File: src/rtl/seq_det_pkg.sv
// rtl/seq_det_pkg.sv - shared types and helpers for the programmable sequence detector
package seq_det_pkg;

    // Detector state: UNCFG until a legal configuration has been loaded.
    typedef enum logic {
        UNCFG = 1'b0,
        RUN   = 1'b1
    } state_t;

    // Widest mask the helper can build; callers truncate to their own MAX_LEN.
    localparam int MASK_W = 64;

    // Width of the pattern-length field: must hold the value MAX_LEN itself.
    function automatic int calc_len_w(input int max_len);
        return $clog2(max_len) + 1;
    endfunction

    // Mask with the low 'len' bits set.
    function automatic logic [MASK_W-1:0] len_mask(input int len);
        logic [MASK_W-1:0] m;
        m = '0;
        for (int i = 0; i < MASK_W; i++) begin
            if (i < len) begin
                m[i] = 1'b1;
            end
        end
        return m;
    endfunction

endpackage

File: src/rtl/sat_counter.sv
// rtl/sat_counter.sv - saturating up-counter with synchronous clear
//
// Ports:
//   clk, rst  clock and asynchronous active-high reset
//   inc       count up by one (holds at all-ones)
//   clr       synchronous clear, wins over inc
//   value     current count
module sat_counter #(
    parameter int WIDTH = 8
) (
    input  logic             clk,
    input  logic             rst,
    input  logic             inc,
    input  logic             clr,
    output logic [WIDTH-1:0] value
);

    always_ff @(posedge clk or posedge rst) begin
        if (rst) begin
            value <= '0;
        end else if (clr) begin
            value <= '0;
        end else if (inc && (value != '1)) begin
            value <= value + WIDTH'(1);
        end
    end

endmodule

File: src/rtl/seq_detector_prog.sv
// rtl/seq_detector_prog.sv - runtime-programmable serial bit-pattern detector
//
// Ports:
//   clk, rst     clock and asynchronous active-high reset
//   in_valid     in_bit is sampled this cycle
//   in_bit       serial data bit
//   cfg_load     one-cycle pulse latching cfg_pattern / cfg_len / cfg_overlap
//   cfg_pattern  pattern, bit [cfg_len-1] received first, bit [0] last
//   cfg_len      pattern length, legal 1..MAX_LEN
//   cfg_overlap  1 = overlapping matches, 0 = non-overlapping
//   clr_count    synchronous clear of match_count
//   match        combinational match, same cycle as the final pattern bit
//   match_q      match delayed by one cycle
//   match_count  saturating count of matches
//   armed        a legal configuration is loaded
//   cfg_err      sticky, last cfg_load was illegal
module seq_detector_prog
    import seq_det_pkg::*;
#(
    parameter int MAX_LEN = 8,
    parameter int CNT_W   = 8,
    parameter int LEN_W   = calc_len_w(MAX_LEN)
) (
    input  logic               clk,
    input  logic               rst,
    input  logic               in_valid,
    input  logic               in_bit,
    input  logic               cfg_load,
    input  logic [MAX_LEN-1:0] cfg_pattern,
    input  logic [LEN_W-1:0]   cfg_len,
    input  logic               cfg_overlap,
    input  logic               clr_count,
    output logic               match,
    output logic               match_q,
    output logic [CNT_W-1:0]   match_count,
    output logic               armed,
    output logic               cfg_err
);

    state_t             state;
    logic [MAX_LEN-2:0] hist;
    logic [LEN_W-1:0]   fill;
    logic [MAX_LEN-1:0] pattern_r;
    logic [LEN_W-1:0]   len_r;
    logic               overlap_r;

    logic [MAX_LEN-1:0] window;
    logic [MAX_LEN-1:0] mask;
    logic               cfg_legal;
    logic               fill_ok;
    logic               pat_eq;

    // Newest bit sits at window[0], matching pattern[0] as the last bit.
    assign window    = {hist, in_bit};
    assign mask      = MAX_LEN'(len_mask(int'(len_r)));
    assign cfg_legal = (cfg_len != '0) && (cfg_len <= LEN_W'(MAX_LEN));
    // fill counts bits held before this one; with in_bit we need len bits.
    assign fill_ok   = (fill + LEN_W'(1)) >= len_r;
    assign pat_eq    = ((window ^ pattern_r) & mask) == '0;

    assign match = (state == RUN) & in_valid & ~cfg_load & fill_ok & pat_eq;

    always_ff @(posedge clk or posedge rst) begin
        if (rst) begin
            state     <= UNCFG;
            hist      <= '0;
            fill      <= '0;
            pattern_r <= '0;
            len_r     <= '0;
            overlap_r <= 1'b0;
            match_q   <= 1'b0;
            armed     <= 1'b0;
            cfg_err   <= 1'b0;
        end else begin
            match_q <= match;
            if (cfg_load) begin
                // The bit presented alongside cfg_load is always discarded.
                if (cfg_legal) begin
                    state     <= RUN;
                    pattern_r <= cfg_pattern;
                    len_r     <= cfg_len;
                    overlap_r <= cfg_overlap;
                    hist      <= '0;
                    fill      <= '0;
                    armed     <= 1'b1;
                    cfg_err   <= 1'b0;
                end else begin
                    cfg_err <= 1'b1;
                end
            end else if ((state == RUN) && in_valid) begin
                hist <= window[MAX_LEN-2:0];
                // Non-overlapping mode restarts matching by emptying fill;
                // stale history bits are then masked out by fill_ok.
                if (match && !overlap_r) begin
                    fill <= '0;
                end else if (fill != LEN_W'(MAX_LEN - 1)) begin
                    fill <= fill + LEN_W'(1);
                end
            end
        end
    end

    sat_counter #(
        .WIDTH (CNT_W)
    ) u_count (
        .clk   (clk),
        .rst   (rst),
        .inc   (match),
        .clr   (clr_count),
        .value (match_count)
    );

endmodule

File: config.mk
export PLATFORM = sky130hd
export DESIGN_NAME = seq_detector_prog
export DESIGN_NICKNAME = d
export VERILOG_FILES = /design/src/rtl/seq_det_pkg.sv /design/src/rtl/sat_counter.sv /design/src/rtl/seq_detector_prog.sv
export SDC_FILE = /design/constraint.sdc
export NUM_CORES = 1
export LEC_CHECK = 0
export CAP_MARGIN = 0
export CORE_AREA = 3 3 46 90
export CTS_BUF_LIST = sky130_fd_sc_hd__clkbuf_4
export DETAILED_ROUTE_END_ITERATION = 12
export DIE_AREA = 0 0 49 93
export GPL_TIMING_DRIVEN = 0
export PLACE_DENSITY = 0.91
export SYNTH_ARGS = -nofsm -noshare
export SYNTH_HDL_FRONTEND = slang
export SYNTH_HIERARCHICAL = 1
export SYNTH_SLANG_ARGS = --single-unit
File: constraint.sdc
create_clock -name clk -period 3.2 [get_ports clk]
set_input_delay 0.8 -clock clk [delete_from_list [all_inputs] [get_ports clk]]
set_output_delay 0.8 -clock clk [all_outputs]
set_load 0.005 [all_outputs]
==> flow_metrics.env <==
export IMPL_min_period_ps=3080
export IMPL_syn_area_um2=1900
export IMPL_antenna_found_initial=0
export IMPL_synth_area_per_cell_um2=10.5
export IMPL_yosys_most_used_dff="dfrtp_1"
export IMPL_grt_use_total_pct=19.8
export IMPL_gp_congestion=0.905
export IMPL_first_iter_violations=26
export IMPL_critPathMaxStageDelay_ps=420
export IMPL_worst_setup_path_end_kind="output port"
export IMPL_synth_cell_types=42
export IMPL_hp_start="hist[6]"
export IMPL_crit_required_ps=2400
export IMPL_n_fill_cell=280
export IMPL_synth_compound_area_share_pct=12.0
export IMPL_clock_skew_ps=9.21
export IMPL_synthAdderAreaFrac_pct=3.94
export IMPL_synth_top_family_by_area="simple AND/OR/NAND/NOR gates"
export IMPL_drive_gt1_share_pct=22.0
export IMPL_yosysWarningCount=6
export IMPL_p_per_area_nw_per_um2=436
export IMPL_final_area_um2=2400
export IMPL_ys_ff_latch=35
export IMPL_critPathBufInv=1
export IMPL_synth_nets=206
export IMPL_drv_cap=0
export IMPL_p_leak_nw=1.05
export IMPL_cts_tree="built"
export IMPL_peakVddDrop_mv=0.351
export IMPL_area_growth_pct=26.0
export IMPL_clk_pin_slew_worst_paths_ps=100
export IMPL_cp_startpoint="fill[1]"
export IMPL_period_share_pct=96.2
export IMPL_synthXorXnorAreaFrac_pct=5.06
export IMPL_dr_pass1_iters=4
export IMPL_crit_chain="ha_2, xor2_1, ha_1, o21a_1, o22ai_1, a221oi_2, and3_4, dlygate4sd2_1"
export IMPL_die_area_um2=4560
export IMPL_drc=0
export IMPL_setup_viol_count_final=0
export IMPL_status="completed"
export IMPL_slew_violations=0
export IMPL_max_slew_margin_pct=32.1
export IMPL_synthMuxAreaShare_pct=11.9
export IMPL_die_x_um=49
export IMPL_ant_nets=0
export IMPL_syn_inst=181
export IMPL_r2r_start="fill[1]"
export IMPL_grt_overflow=0
export IMPL_vias_per_cell=5.47
export IMPL_num_vias=1509
export IMPL_dp_hpwl_um=3130
export IMPL_die_y_um=93
export IMPL_crit_fanout=3
export IMPL_avgRoutedWirePerCell_um=14.9
export IMPL_crit_family="adder cells"
export IMPL_place_area_um2=2250
export IMPL_fp_coreArea_um2=3610
export IMPL_cts_hold_buf=0
export IMPL_port_buffers=29
export IMPL_cts_made_buffers=5
export IMPL_worstPathArrival_ps=2280
export IMPL_ys_seq_area_share_pct=46.0
export IMPL_max_freq_mhz=325
export IMPL_synth_simple_area_share_pct=16.5
export IMPL_num_io_pins=31
export IMPL_whs_ps=506
export IMPL_drt_total_wl_um=4120
export IMPL_clkLatencyLatePin_ps=330
export IMPL_cts_root_buf="clkbuf_4"
export IMPL_rsz0062_at_grt="no"
export IMPL_hold_class="reg -> reg"
export IMPL_cpMaxStageDelayCell="dfrtp_1"
export IMPL_hold_violations=0
export IMPL_grt_pass1_wl_um=6810
export IMPL_rows=31
export IMPL_synth_edf_count=0
export IMPL_grt_max_degree=28
export IMPL_cts_buffer_depth=2
export IMPL_diodes=0
export IMPL_start_util_pct=52.8
export IMPL_async_reset_ff_share_pct=100
export IMPL_grt_pass1_vias=1514
export IMPL_crit_type="reg -> out"
export IMPL_cts_max_level=2
export IMPL_cts_num_sinks=35
export IMPL_cp_start_kind="register"
export IMPL_tightest_slew_ps=1020
export IMPL_fin_nets=251
[synthesized netlist by cell type, types with 2 or more instances]
cell | number | area (um^2)
dfrtp_1 | 35 | 876
nand2_1 | 15 | 56.3
mux2_2 | 13 | 146
inv_1 | 10 | 37.5
nand2b_1 | 9 | 56.3
nor2_1 | 9 | 33.8
o21ai_0 | 9 | 45.0
xnor2_1 | 9 | 78.8
a21oi_1 | 7 | 35.0
ha_1 | 6 | 75.1
nand3_1 | 6 | 30.0
nor3_1 | 5 | 25.0
mux2_4 | 4 | 60.1
nor2b_1 | 4 | 25.0
buf_6 | 3 | 33.8
nand4_1 | 3 | 18.8
o22ai_1 | 3 | 18.8
a21oi_2 | 2 | 17.5
a31oi_1 | 2 | 12.5
clkbuf_1 | 2 | 7.51
mux2i_1 | 2 | 20.0
o21a_1 | 2 | 15.0
xor2_1 | 2 | 17.5
[power breakdown]
group | leakage [nW] | internal, W | switching, W
clock network | 0.0307 | 0.0000898 | 0.000139
registers | 0.448 | 0.000489 | 0.0000495
logic | 0.571 | 0.000155 | 0.000123
[flip-flops by register name (all words and copies together) (netlist names)]
name and count:
cfg_err 1, pattern_r 8, match_q 1, state 1, hist 7, u_count/value 8, fill 4, len_r 4
overlap_r 1
[final timing paths]
check / slack [ps] / depth (start not counted) / endpoint
worst max-delay path: 120 / 8 / match
worst min-delay path: 510 / 2 / hist[6]
worst max register to register: 370 / 11 / u_count/value[5]
worst min register to register: 510 / 2 / hist[6]
max in group asynchronous: 1550 / 2 / hist[0]
min in group asynchronous: 740 / 2 / u_count/value[6]
[kinds of logic after synthesis]
logic type,count (synthesis)
and+or+nand+nor,60
DFF,35
AOI/OAI and AO/OA,34
muxes,19
buffers and inverters,16
xor gates and xnor gates,11
adders and majority gates,6
[worst min-delay path, delay by kind of cell, from the launching register on]
family	cells	cell delay, ps
and+or+nand+nor	1	50
DFF	1	370
AOI/OAI and AO/OA	1	60
[routing by layer]
metal | track usage, % | vias to the layer above | wire length [um]
met3 | 2.23 | 9 | 143
met5 | 0 | - | 0
met1 | 19.9 | 746 | 1430
li1 | - | 722 | -
met4 | 9.98 | 0 | 112
met2 | 38.5 | 32 | 2440
[repair_timing]
| action | CTS | global route |
|---|---|---|
| buffers inserted | 9 | 0 |
| resized for setup | 6 | 0 |
| setup endpoints to repair | 1 | 0 |
[cell type report]
type	count	area, um^2	share of cell area, %
Timing Repair Buffer	38	357	14.9
Tap cell	49	61.3	2.56
Buffer	6	48.8	2.03
Sequential cell	35	876	36.5
Clock buffer	6	45.0	1.88
Multi-Input combinational cell	130	966	40.3
Clock inverter	2	7.51	0.313
Inverter	10	37.5	1.56
[per-stage QoR]
| stage | std cells | util, % | total power, W | setup slack, ps | TNS (ps) |
|---|---|---|---|---|---|
| 2_1_floorplan | 181 | - | 0.000699 | 607 | 0 |
| 3_3_place_gp | 259 | 62.5 | 0.000768 | -228 | -228 |
| 3_5_place_dp | 259 | 62.5 | 0.000781 | -178 | -178 |
| 4_1_cts | 276 | 66.5 | 0.00105 | 113 | 0 |
| 5_1_grt | 276 | 66.5 | 0.00110 | 65.1 | 0 |
| 6_report | 276 | 66.5 | 0.00104 | 123 | 0 |
[layout by cell type (no fill, tap or decap), types with 4 or more instances in the layout]
cell type        count
dfrtp_1             35
clkdlybuf4s50_1     28
nand2_1             15
mux2_2              13
buf_4               10
inv_1               10
nand2b_1             9
o21ai_0              9
nor2_1               9
xnor2_1              8
a21oi_1              7
clkbuf_4             6
nor3_1               5
nand3_1              5
ha_1                 5
nor2b_1              4
mux2_4               4
No activity file was read; power rests on OpenSTA's default activity.
